File: config.mk
export PLATFORM = sky130hd
export DESIGN_NAME = inv_sbox
export DESIGN_NICKNAME = d
export VERILOG_FILES = /design/src/rtl/aes_pkg.sv /design/src/rtl/gf256_walk.sv /design/src/rtl/inv_sbox.sv
export SDC_FILE = /design/constraint.sdc
export NUM_CORES = 1
export LEC_CHECK = 0
export ABC_CLOCK_PERIOD_IN_PS = 8300
export BUFFER_PORTS_ARGS = -buffer_cell sky130_fd_sc_hd__buf_2
export CAP_MARGIN = 10
export CELL_PAD_IN_SITES_DETAIL_PLACEMENT = 1
export CELL_PAD_IN_SITES_GLOBAL_PLACEMENT = 1
export CORE_ASPECT_RATIO = 1.5
export CORE_MARGIN = 5
export CORE_UTILIZATION = 42
export DETAILED_ROUTE_END_ITERATION = 8
export PLACE_DENSITY = 0.86
export SKIP_LAST_GASP = 1
export SLEW_MARGIN = 30
export SYNTH_ARGS = -nofsm -noshare
export SYNTH_HDL_FRONTEND = slang
export SYNTH_SLANG_ARGS = --single-unit
File: constraint.sdc
create_clock -name clk -period 8.3 [get_ports clk]
set_input_delay 0.83 -clock clk [delete_from_list [all_inputs] [get_ports clk]]
set_output_delay 0.83 -clock clk [all_outputs]
set_load 0.05 [all_outputs]
File: src/rtl/aes_pkg.sv
// Shared AES / GF(2^8) definitions for the S-box datapath: field constants,
// lookup FSM states and small combinational helpers.
package aes_pkg;

  localparam logic [7:0] AES_SBOX_C  = 8'h63;
  localparam logic [7:0] GF_POLY_LOW = 8'h1b;
  localparam logic [7:0] GF_GEN      = 8'h03;
  localparam logic [7:0] GF_GEN_INV  = 8'hf6;
  localparam logic [7:0] SCAN_LAST   = 8'd254;

  typedef enum logic [1:0] {
    ST_IDLE,
    ST_SCAN,
    ST_DONE
  } state_e;

  function automatic logic [7:0] gf_xtime(input logic [7:0] a);
    return {a[6:0], 1'b0} ^ (a[7] ? GF_POLY_LOW : 8'h00);
  endfunction

  function automatic logic [7:0] gf_mul(input logic [7:0] a, input logic [7:0] b);
    logic [7:0] acc;
    logic [7:0] x;
    acc = 8'h00;
    x   = a;
    for (int i = 0; i < 8; i++) begin
      if (b[i]) acc = acc ^ x;
      x = gf_xtime(x);
    end
    return acc;
  endfunction

  // Forward S-box affine map applied to an already inverted byte.
  function automatic logic [7:0] aes_affine(input logic [7:0] v);
    return v ^ {v[6:0], v[7]} ^ {v[5:0], v[7:6]} ^ {v[4:0], v[7:5]} ^
           {v[3:0], v[7:4]} ^ AES_SBOX_C;
  endfunction

endpackage

File: src/rtl/gf256_walk.sv
// Walks p through powers of 0x03 while q tracks p^-1, so aff = S(p) each cycle
// without a field inversion; shared with the forward S-box.
module gf256_walk
  import aes_pkg::*;
(
  input  logic       clk,
  input  logic       resetn,
  input  logic       clear,
  input  logic       step,
  output logic [7:0] p,
  output logic [7:0] aff
);

  logic [7:0] p_q, p_d;
  logic [7:0] q_q, q_d;

  always_comb begin
    p_d = p_q;
    q_d = q_q;
    if (clear) begin
      p_d = 8'h01;
      q_d = 8'h01;
    end else if (step) begin
      p_d = gf_mul(p_q, GF_GEN);
      q_d = gf_mul(q_q, GF_GEN_INV);
    end
  end

  always_ff @(posedge clk) begin
    if (!resetn) begin
      p_q <= 8'h01;
      q_q <= 8'h01;
    end else begin
      p_q <= p_d;
      q_q <= q_d;
    end
  end

  assign p   = p_q;
  assign aff = aes_affine(q_q);

endmodule

File: src/rtl/inv_sbox.sv
// Iterative AES inverse S-box over NBYTES lanes: every lane watches the shared
// S(p) walk and latches p when it sees its own byte.
module inv_sbox
  import aes_pkg::*;
#(
  parameter int NBYTES = 16
) (
  input  logic                  clk,
  input  logic                  resetn,
  input  logic                  enable,
  input  logic [8*NBYTES-1:0]   index,
  output logic [8*NBYTES-1:0]   sbout,
  output logic                  busy,
  output logic                  done
);

  state_e                state_q, state_d;
  logic [8*NBYTES-1:0]   idx_q, idx_d;
  logic [8*NBYTES-1:0]   sbout_q, sbout_d;
  logic [NBYTES-1:0]     found_q, found_d;
  logic [7:0]            cnt_q, cnt_d;

  logic [7:0]            p;
  logic [7:0]            aff;
  logic                  walk_step;
  logic [NBYTES-1:0]     hit;
  logic [8*NBYTES-1:0]   sbout_scan;

  assign walk_step = (state_q == ST_SCAN) && enable;

  gf256_walk u_walk (
    .clk    (clk),
    .resetn (resetn),
    .clear  (!walk_step),
    .step   (walk_step),
    .p      (p),
    .aff    (aff)
  );

  // 0x63 has preimage 0x00, which the multiplicative walk never visits.
  for (genvar i = 0; i < NBYTES; i++) begin : g_lane
    logic [7:0] b;
    assign b       = idx_q[8*i +: 8];
    assign hit[i]  = !found_q[i] && ((b == AES_SBOX_C) || (b == aff));
    assign sbout_scan[8*i +: 8] = !hit[i] ? sbout_q[8*i +: 8] :
                                  ((b == AES_SBOX_C) ? 8'h00 : p);
  end

  always_comb begin
    state_d = state_q;
    idx_d   = idx_q;
    sbout_d = sbout_q;
    found_d = found_q;
    cnt_d   = cnt_q;
    case (state_q)
      ST_IDLE: begin
        if (enable) begin
          idx_d   = index;
          sbout_d = '0;
          found_d = '0;
          cnt_d   = 8'd0;
          state_d = ST_SCAN;
        end
      end
      ST_SCAN: begin
        if (!enable) begin
          found_d = '0;
          state_d = ST_IDLE;
        end else begin
          sbout_d = sbout_scan;
          found_d = found_q | hit;
          cnt_d   = cnt_q + 8'd1;
          if ((&found_d) || (cnt_q == SCAN_LAST)) state_d = ST_DONE;
        end
      end
      ST_DONE: begin
        if (!enable) begin
          found_d = '0;
          state_d = ST_IDLE;
        end
      end
      default: state_d = ST_IDLE;
    endcase
  end

  always_ff @(posedge clk) begin
    if (!resetn) begin
      state_q <= ST_IDLE;
      idx_q   <= '0;
      sbout_q <= '0;
      found_q <= '0;
      cnt_q   <= 8'd0;
    end else begin
      state_q <= state_d;
      idx_q   <= idx_d;
      sbout_q <= sbout_d;
      found_q <= found_d;
      cnt_q   <= cnt_d;
    end
  end

  // The S-box is a bijection, so the last walk step must resolve every lane.
  a_scan_complete: assert property (@(posedge clk) disable iff (!resetn)
    (walk_step && cnt_q == SCAN_LAST) |-> (&found_d));

  assign sbout = sbout_q;
  assign busy  = (state_q == ST_SCAN);
  assign done  = (state_q == ST_DONE);

endmodule

======== Yosys cells after proc, flatten, opt, wreduce, memory -nomap -nowiden ========
Cells that the tools add are included.
storage, ports and cells
  register bits ........................... 298
  output and inout port bits .............. 130
  logic and storage cells ................. 234
cells by class
  $add $sub $neg .......................... 1
  muxes and demuxes ....................... 61
  bitwise operators ....................... 20
  equality and inequality tests ........... 55
  reduce and logical (&&, ||, !) cells .... 75
operators by type and width
  operator               count
  $mux W8                40
  $mux W128              2
  $pmux W128 S2          1
  $xor A8 B8 Y8          18
  $eq A8 B7 Y1 const B   16
  $eq A8 B8 Y1           16
  $reduce_and A4 Y1      16
  $mux W16               3
  $pmux W16 S3           1
  $mux W5                8
  $ne A2 B1 Y1 const B   16
  $logic_and A1 B1 Y1    17
  $logic_or A1 B1 Y1     17
  $logic_not A1 Y1       16
  $or A16 B16 Y16        1
  $pmux W8 S2            1
  $reduce_and A16 Y1     1
  $reduce_and A3 Y1      3
  $add A8 B1 Y8 const B  1
  $eq A8 B8 Y1 const B   1
  $mux W2                4
  $ne A2 B2 Y1 const B   3
  $pmux W2 S3            1
  $not A4 Y4             1
  other kinds (7)        8

======== Logic depth before layout (Yosys ltp) ========
Gate-level depths: netlist of run 1.
  depth in word-level cells ............... 15
  gate-level depth with buffers ........... 15

======== Modules after synthesis ========
A second synthesis of run 1 with hierarchy kept.
unflattened totals
  cell total of the unflattened synthesis .. 1,675
  area, all modules ....................... 14,600.3 um^2
modules (own cells, without submodules)
  module      cells an instance  times used  area an instance (um^2)
  inv_sbox    1,575              1           13,670.6
  gf256_walk  100                1           929.6

======== Worst setup path after synthesis of run 1 ========
OpenSTA, ideal clock, no wires.
  kind .................................... register -> register
  start point ............................. reg u_walk.q_q[6]
  end point ............................... reg state_q[0]
  slack ................................... 5.397 ns
  period minus slack after synthesis ...... 2.903 ns
  arrival time ............................ 2.787 ns
  stages on the path, launching flop included .. 12
  required time ........................... 8.185 ns
  setup time .............................. 0.115 ns
  cells stage by stage .................... dfxtp_1 > buf_6 > xnor3_2 > buf_6 > xor2_1 > a2111o_1 > mux2i_1 > a41oi_1 > a221o_1 > a2111oi_2 > nand4_1 > and3_1
between the ends
  word-level cells in the longest chain between the ends .. 13
  elaborated cells between the ends (all ways) .. 58
  those cells by class .................... eq/ne: 17; bitwise: 6; reduce/logical: 35
RTL lines
  element                        RTL line          RTL
  from (decl)                    gf256_walk.sv:15  logic [7:0] q_q, q_d;
  from (signal assigned)         gf256_walk.sv:35  q_q <= q_d;
  $xor A8 B8 Y8 (3 in a row)     aes_pkg.sv:35     return v ^ {v[6:0], v[7]} ^ {v[5:0], v[7:6]} ^ {v[4:0], v[7:5]} ^
  $xor A8 B8 Y8 *                aes_pkg.sv:35
  $not A4 Y4 (no line)           n/a
  $eq A8 B8 Y1                   inv_sbox.sv:44    assign hit[i] = !found_q[i] && ((b == AES_SBOX_C) || (b == aff));
  $logic_or A1 B1 Y1             inv_sbox.sv:44
  $logic_and A1 B1 Y1            inv_sbox.sv:44
  $or A16 B16 Y16 *              inv_sbox.sv:71    found_d = found_q | hit;
  $reduce_and A16 Y1 *           inv_sbox.sv:73    if ((&found_d) || (cnt_q == SCAN_LAST)) state_d = ST_DONE;
  $logic_or A1 B1 Y1 *           inv_sbox.sv:73
  $ne A3 B2 Y1 (no line) *       n/a
  $reduce_and A3 Y1 (no line) *  n/a
  to (signal assigned)           inv_sbox.sv:94    state_q <= state_d;
  to (decl)                      inv_sbox.sv:17    state_e state_q, state_d;
Mark *: on every way between the ends. The rest lies on a longest branch, timed or not.
A chain may end at the register's enable or synchronous reset.

======== Final worst setup path of run 1 ========
  start point ............................. reg u_walk.q_q[1]
  end point ............................... reg sbout_q[71] (netlist: sbout[71])
between the ends
  word-level cells in the longest chain between the ends .. 10
RTL lines
  element                        RTL line        RTL
  $xor A8 B8 Y8 (3 in a row)     aes_pkg.sv:35
  $xor A8 B8 Y8 *                aes_pkg.sv:35
  $not A4 Y4 (no line)           n/a
  $eq A8 B8 Y1 *                 inv_sbox.sv:44
  $logic_or A1 B1 Y1 *           inv_sbox.sv:44
  $logic_and A1 B1 Y1 *          inv_sbox.sv:44
  $ne A2 B1 Y1 (no line) *       n/a
  $reduce_and A4 Y1 (no line) *  n/a
  to (signal assigned)           inv_sbox.sv:96  sbout_q <= sbout_d;
  to (decl)                      inv_sbox.sv:19  logic [8*NBYTES-1:0] sbout_q, sbout_d;
Marks and branches as above.

==> results of run 1 <==
cells by family after synthesis:
kind of cell,Yosys count
DFF,298
AOI/OAI and AO/OA,413
muxes,10
adders and majority gates,2
and+or+nand+nor,778
buffers and inverters,146
xor gates and xnor gates,170
cell usage in the layout, fill, tap and decap left out, drive strengths merged, types with 4 or more instances in the layout:
cell type and n:
clkinv 4, a41oi 6, nor2b 7, nor2 46, xor3 12, or4bb 13
and3 9, clkbuf 42, nand2b 6, nand4 6, o21ai 37, nand3 25
nand2 458, nor4 20, a22oi 10, inv 20, buf 289, a31oi 7
xor2 39, o211ai 12, a211oi 9, xnor2 105, a21oi 276, a21o 4
xnor3 14, nor3 17, mux2i 8, dfxtp 298, or3 149, a22o 5
metal layers:
layer,global-route usage (%),up-vias,share of wire [%]
met2,46.8,382,53
met5,0,-,0.025
li1,-,6649,-
met1,27.6,6859,38
met4,12.2,2,4.8
met3,3.12,151,4.2
per-stage QoR:
stage	area, um2	std cells	total power [mW]	hold slack [ps]
CTS	17400	2502	3.28	450
floorplan	14800	1817	1.85	442
finish	17400	2503	3.26	448
detailed placement	16400	2452	1.99	443
global placement	16400	2450	1.96	436
global route	17400	2502	3.38	466
where the power goes:
part	internal [mW]	switching, mW	leakage, nW	total, mW
logic	0.169	0.265	3.88	0.434
registers	1.47	0.0537	2.42	1.52
clock network	0.733	0.573	0.449	1.31
cells in the mapped netlist, types with 4 or more instances:
cell type  number
nor3_1         17
buf_2          31
nand2_1       458
nor2_1         46
and3_1          9
xnor2_1        98
a41oi_1         6
o21ai_0        24
a21o_1          4
o21ai_1        12
buf_1           5
a21oi_1       276
or4bb_1        13
xor2_1         37
a22oi_1        10
a211oi_1        9
clkbuf_1       74
xnor2_4         4
or3_1         149
a31oi_1         7
buf_4           9
xor3_1         10
nor2b_1         7
o211ai_1       12
mux2i_1         8
xnor3_1        13
a22o_1          5
nand4_1         6
inv_1          19
dfxtp_1       298
nor4_1         20
nand3_1        25
nand2b_1        6
buf_6           8
worst max path at each step:
stage	slack (ps)	depth (start not counted)	endpoint	from
6_report	4110	9	sbout[71]$_SDFFE_PN0P_	u_walk.q_q[1]$_SDFF_PN0_
5_1_grt	3840	9	sbout[71]$_SDFFE_PN0P_	u_walk.q_q[1]$_SDFF_PN0_
4_1_cts	4070	10	sbout[7]$_SDFFE_PN0P_	u_walk.q_q[5]$_SDFF_PN0_
3_5_place_dp	4090	10	sbout[7]$_SDFFE_PN0P_	u_walk.q_q[5]$_SDFF_PN0_
3_3_place_gp	4170	10	sbout[7]$_SDFFE_PN0P_	u_walk.q_q[5]$_SDFF_PN0_
2_1_floorplan	5400	11	state_q[0]$_SDFFE_PN0P_	u_walk.q_q[6]$_SDFF_PN0_
sequential cells by signal (all words and copies together) (netlist names):
name and flops:
state_q 2, sbout 128, u_walk.q_q 8, cnt_q 8, u_walk.p 8, found_q 16, idx_q 128
worst max-delay path, stage by stage (launching register included):
cell     delay, ps
dfxtp_1        770
xor3_2         800
xnor2_2        550
xor2_1         130
nor4_1         540
a21oi_1        180
o21ai_1        170
nand2_1        310
or3_1          460
a21oi_1        200
cell type report:
class	instances	area, um2
multi-input combinational	1373	8280
tap	473	592
fill	4296	17600
antenna	1	2.50
clock buffer	42	845
clock inverter	8	73.8
timing repair buffer	289	1550
sequential	298	5970
inverter	19	76.3
==> results_dict.tcl, run 1 <==
set metrics [dict create \
    outcome "finished clean" \
    drv_slew 0 \
    fin_worst_skew_ps 10.1 \
    p_leak_nw 6.75 \
    die_area_um2 39300 \
    synth-simple-area-share_pct 24.7 \
    grt_usage_pct 25.0 \
    worstSetupPathType "register to register" \
    antenna_found_initial 1 \
    clock_sinks 298 \
    grt_max_degree 129 \
    critPathMaxFanout 16 \
    dp_hpwl_um 37400 \
    relSlewSlack_pct 41.2 \
    synthArstFlopShare_pct 0 \
    grt_overflow 0 \
    synth_compound_area_share_pct 16.2 \
    synth_top_cell_area_share_pct 40.2 \
    ir_worst_vdd_v 0.000121 \
    hold_path_depth 2 \
    r2r-end "sbout[71]$_SDFFE_PN0P_" \
    place_ws_ps 4090 \
    finalSetupTns_ps 0 \
    post-cts-setup-buffer-count 0 \
    hold_viol_final 0 \
    initial_utilization_pct 42.4 \
    num_rows 84 \
    cts_root_buf "clkbuf_16" \
    coreArea_um2 35000 \
    syn_inst 1817 \
    cts-resized-gates 0 \
    worstHoldPathType "register to register" \
    vias_per_cell 5.61 \
    yosysSeqAreaShare_pct 40.2 \
    ys_types 82 \
    die_h_um 240 \
    synthTopCellsByArea "dfxtp_1 (40%), nand2_1 (12%), a21oi_1 (9.3%)" \
    syn_nets 1950 \
    clockBufferDepth 3 \
    worst_pin_slew_ps 882 \
    synth_area_um2 14800 \
    cp.arrival_ps 4670 \
    avgSynthCellArea_um2 8.17 \
    routed-via-count 14000 \
    cts_buffers 29 \
    hold_buffers 0 \
    hold_end "sbout[96]$_SDFFE_PN0P_" \
    ys_warn_count 0 \
    totalWireLength_um 51100 \
    setup_viol_count_final 0 \
    final_util_pct 49.7 \
    clk_pin_slew_ps 70 \
    wl_per_cell_um 20.4 \
    synth-xor-area-share_pct 13.5 \
    drive_gt1_share_pct 18.1 \
    dr.first_iter.drc_count 965 \
    power_density_nw_per_um2 188 \
    die_x_um 164 \
    cp-end-kind "register" \
    htreeDepth 1 \
    setup_ws_ps 4110 \
    port_buffers 260 \
    grt_pass1_vias 14600 \
    reg2reg_depth 9 \
    final.min_clock_period_ps 4190 \
    synth_top_family_by_area "simple AND/OR/NAND/NOR gates" \
    ys.flop_type "dfxtp_1" \
    cp.required_ps 8770 \
    cts_tree "yes" \
    synth_top_area_cell "dfxtp_1" \
    place_congestion 0.858 \
    finalCritPeriodShare_pct 50.5 \
    reg2reg_from "u_walk.q_q[1]$_SDFF_PN0_" \
    grt_pass1_wl_um 78400 \
    clock_latency_ps 560 \
    reg2reg_slack_ps 4110 \
    rsz0062_at_grt "no" \
    area_growth_pct 17.0 \
    fin_nets 2143 \
    io_pins 261 \
    ys_ff_latch 298 \
    muxShareOfSynthArea_pct 0.767 \
    ant_nets 0 \
    min-delay-start "sbout[96]$_SDFFE_PN0P_" \
    worst_setup_path_start_kind "register" \
    synth_fa_ha_area_share_pct 0.169 \
    drtPass1Iterations 5 \
    drcViolationCount 0 \
    synth_edf_count 0 \
    fmax_mhz 238 \
    drv_cap 0 \
]
No activity file was read; power rests on OpenSTA's default activity.
==> run 2, diff against run 1 <==
--- a/config.mk
+++ b/config.mk
@@ -5,16 +5,17 @@
 export SDC_FILE = /design/constraint.sdc
 export NUM_CORES = 1
 export LEC_CHECK = 0
-export ABC_CLOCK_PERIOD_IN_PS = 8300
+export ABC_AREA = 1
+export ABC_CLOCK_PERIOD_IN_PS = 3600
 export BUFFER_PORTS_ARGS = -buffer_cell sky130_fd_sc_hd__buf_2
 export CAP_MARGIN = 10
 export CELL_PAD_IN_SITES_DETAIL_PLACEMENT = 1
 export CELL_PAD_IN_SITES_GLOBAL_PLACEMENT = 1
 export CORE_ASPECT_RATIO = 1.5
 export CORE_MARGIN = 5
-export CORE_UTILIZATION = 42
+export CORE_UTILIZATION = 36
 export DETAILED_ROUTE_END_ITERATION = 8
-export PLACE_DENSITY = 0.86
+export PLACE_DENSITY = 0.82
 export SKIP_LAST_GASP = 1
 export SLEW_MARGIN = 30
 export SYNTH_ARGS = -nofsm -noshare
==> constraint.sdc (replaced) <==
create_clock -name clk -period 3.6 [get_ports clk]
set_input_delay 0.36 -clock clk [delete_from_list [all_inputs] [get_ports clk]]
set_output_delay 0.36 -clock clk [all_outputs]
set_load 0.05 [all_outputs]
==> results_dict.tcl, run 2 <==
set metrics [dict create \
    drcViolationCount 0 \
    dr.first_iter.drc_count 889 \
    worstHoldPathType "primary input to register" \
    fmax_mhz 310 \
    crit_chain "nand2_1 > nand3_2 > nand2_1 > nand2_2 > nand2_2 > inv_1 > nand2_1 > nand2_1 > nand2_1 > nor2_1 > nand2_1 > nand2_1 > nand2_1 > a21oi_4 > inv_2 > nand2_1 > a21oi_1" \
    grt_pass1_wl_um 86000 \
    ys_warn_count 0 \
    drv_cap 0 \
    ys_top_cells_by_count "nand2_1 (540), a21oi_1 (318), dfxtp_1 (298)" \
    antenna_found_initial 0 \
    drtPass1Iterations 6 \
    grt_max_degree 134 \
    crit_top_cell "nand2_1" \
    drive_gt1_share_pct 17.5 \
    power_frac_clock_pct 36.1 \
    coreArea_um2 39400 \
    critPathTopFamily "simple AND/OR/NAND/NOR gates" \
    cp-end-kind "register" \
    synth_fa_ha_area_share_pct 0.174 \
    syn_inst 2096 \
    final_util_pct 43.2 \
    cp.required_ps 4010 \
    htreeDepth 1 \
    clock_sinks 298 \
    cts_buffers 29 \
    final_common_cell "nand2_1" \
    p_leak_nw 7.66 \
    synth_edf_count 0 \
    ant_nets 0 \
    rsz0062_at_grt "no" \
    synth_most_common_cell "nand2_1" \
    routed-via-count 15200 \
    die_h_um 255 \
    synth_top_area_cell "dfxtp_1" \
    clockBufferDepth 3 \
    clk_pin_slew_ps 60 \
    seqPwrFrac_pct 40.9 \
    grt_pass1_vias 15600 \
    synth_area_um2 14400 \
    r2r-end "sbout[110]$_SDFFE_PN0P_" \
    slowest_delay_ps 490 \
    syn_nets 2229 \
    io_pins 261 \
    critPathMaxFanout 17 \
    worst_pin_slew_ps 929 \
    p_sw_mw 2.96 \
    clock_latency_ps 580 \
    ir_worst_vdd_v 0.000363 \
    hold_end "idx_q[100]$_SDFFE_PN0P_" \
    reg2reg_depth 17 \
    ys_types 36 \
    vias_per_cell 5.40 \
    worst_setup_path_start_kind "register" \
    power_density_nw_per_um2 519 \
    hold_path_depth 3 \
    ys.flop_type "dfxtp_1" \
    hold_buffers 0 \
    initial_utilization_pct 36.5 \
    reg2reg_slack_ps 370 \
    cts-resized-gates 0 \
    final.min_clock_period_ps 3230 \
    die_x_um 173 \
    cp.arrival_ps 3640 \
    drv_slew 0 \
    finalCritPeriodShare_pct 89.7 \
    grt_overflow 0 \
    ys_ff_latch 298 \
    relSlewSlack_pct 38.0 \
    path_buf_inv 2 \
    synthArstFlopShare_pct 0 \
    cts_tree "yes" \
    fin_nets 2437 \
    post-cts-setup-buffer-count 0 \
    die_area_um2 44200 \
    grt_usage_pct 24.1 \
    num_rows 89 \
    final_cell_mix "nand2_1 (539), a21oi_1 (318), dfxtp_1 (298)" \
    outcome "finished clean" \
    synth-xor-area-share_pct 1.83 \
    synth_compound_area_share_pct 17.5 \
    yosysSeqAreaShare_pct 41.5 \
    min-delay-start "index[100]" \
    synth_top_cell_area_share_pct 41.5 \
    port_buffers 260 \
    p_comb_share_pct 23.0 \
    totalWireLength_um 55900 \
    area_growth_pct 18.2 \
    wl_per_cell_um 19.8 \
    avgSynthCellArea_um2 6.87 \
    synth_top_family_by_area "simple AND/OR/NAND/NOR gates" \
    switching_share_pct 33.5 \
    diodes 0 \
    synth-simple-area-share_pct 30.3 \
    place_congestion 0.921 \
    intPower_mw 5.88 \
    cts_root_buf "clkbuf_16" \
    dp_hpwl_um 41000 \
    reg2reg_from "u_walk.q_q[2]$_SDFF_PN0_" \
    hold_viol_final 0 \
    muxShareOfSynthArea_pct 0 \
    worstSetupPathType "register to register" \
    setup_viol_count_final 0 \
    synthTopCellsByArea "dfxtp_1 (41%), nand2_1 (14%), a21oi_1 (11%)" \
    fin_worst_skew_ps 28.3 \
    critPathSlowestCell "dfxtp_1" \
    finalSetupTns_ps 0 \
]
[run 2: changes by cell type in the layout (fill, tap and decap cells not counted), moves of 19 or more]
cell / delta
nor3_1: +61
nand2_2: +33
nand2_1: +82
xor2_1: -19
nand3_1: +174
xnor2_1: -84
inv_1: +171
or3_1: -149
a21oi_1: +42
o21ai_0: +123
[run 2: final cells by class]
cell class	count	area (um2)
clock buffer	41	841
clock inverter	10	133
fill	5165	22400
inverter	207	779
multi-input combinational	1488	7200
sequential	298	5970
tap	500	626
timing repair buffer	280	1470
[run 2: worst register-to-register path, stage by stage, from the launching register on]
cell,delay (ps)
dfxtp_1,490
nand2_1,150
nand3_2,130
nand2_1,110
nand2_2,310
nand2_2,380
inv_1,230
nand2_1,120
nand2_1,70
nand2_1,40
nor2_1,180
nand2_1,120
nand2_1,70
nand2_1,100
a21oi_4,270
inv_2,130
nand2_1,90
a21oi_1,70
[run 2: metal layers]
layer	vias to the layer above	track usage [%]	wire length (um)
li1	7330	-	-
met1	7352	27.6	22400
met2	426	45.1	28700
met3	132	3.10	2430
met4	0	10.7	2370
met5	-	0	0
[run 2: stage by stage]
stage / total power, mW / setup slack, ps / hold WS (ps) / std cells / instance area (um2)
after floorplan: 5.06 / 1310 / 457 / 2096 / 14400
after global placement: 5.63 / 514 / 450 / 2773 / 16000
after detailed placement: 5.70 / 427 / 453 / 2773 / 16000
after CTS: 8.89 / 392 / 48.6 / 2824 / 17000
after global routing: 9.22 / 116 / 67.6 / 2824 / 17000
final: 8.84 / 372 / 63.8 / 2824 / 17000
[run 2: how the worst max path moves through the flow]
stage                                         from                 endpoint  slack (ps)  cells after the start
after global routing      u_walk.q_q[2]$_SDFF_PN0_  sbout[107]$_SDFFE_PN0P_         120                     17
after floorplan            state_q[1]$_SDFFE_PN0P_   sbout[31]$_SDFFE_PN0P_        1310                      7
after detailed placement  u_walk.q_q[2]$_SDFF_PN0_  sbout[109]$_SDFFE_PN0P_         430                     17
final                     u_walk.q_q[2]$_SDFF_PN0_  sbout[110]$_SDFFE_PN0P_         370                     17
after global placement    u_walk.q_q[2]$_SDFF_PN0_  sbout[109]$_SDFFE_PN0P_         510                     17
after CTS                 u_walk.q_q[2]$_SDFF_PN0_  sbout[109]$_SDFFE_PN0P_         390                     17
[run 2: power by group through the flow]
stage / combinational (mW) / clock, mW / sequential, mW
after global routing: 2.22 / 3.37 / 3.63
after global placement: 1.95 / 0 / 3.68
final: 2.03 / 3.19 / 3.62
after detailed placement: 2.01 / 0 / 3.69
after floorplan: 1.24 / 0 / 3.82
after CTS: 2.03 / 3.25 / 3.61
[run 2: logic make-up (layout without fill, tap and decap cells)]
kind of cell | after synthesis | in the layout
and+or+nand+nor | 976 | 976
DFF | 298 | 298
buffers and inverters | 310 | 538
xor gates and xnor gates | 30 | 30
adders and majority gates | 2 | 2
AOI/OAI and AO/OA | 480 | 480
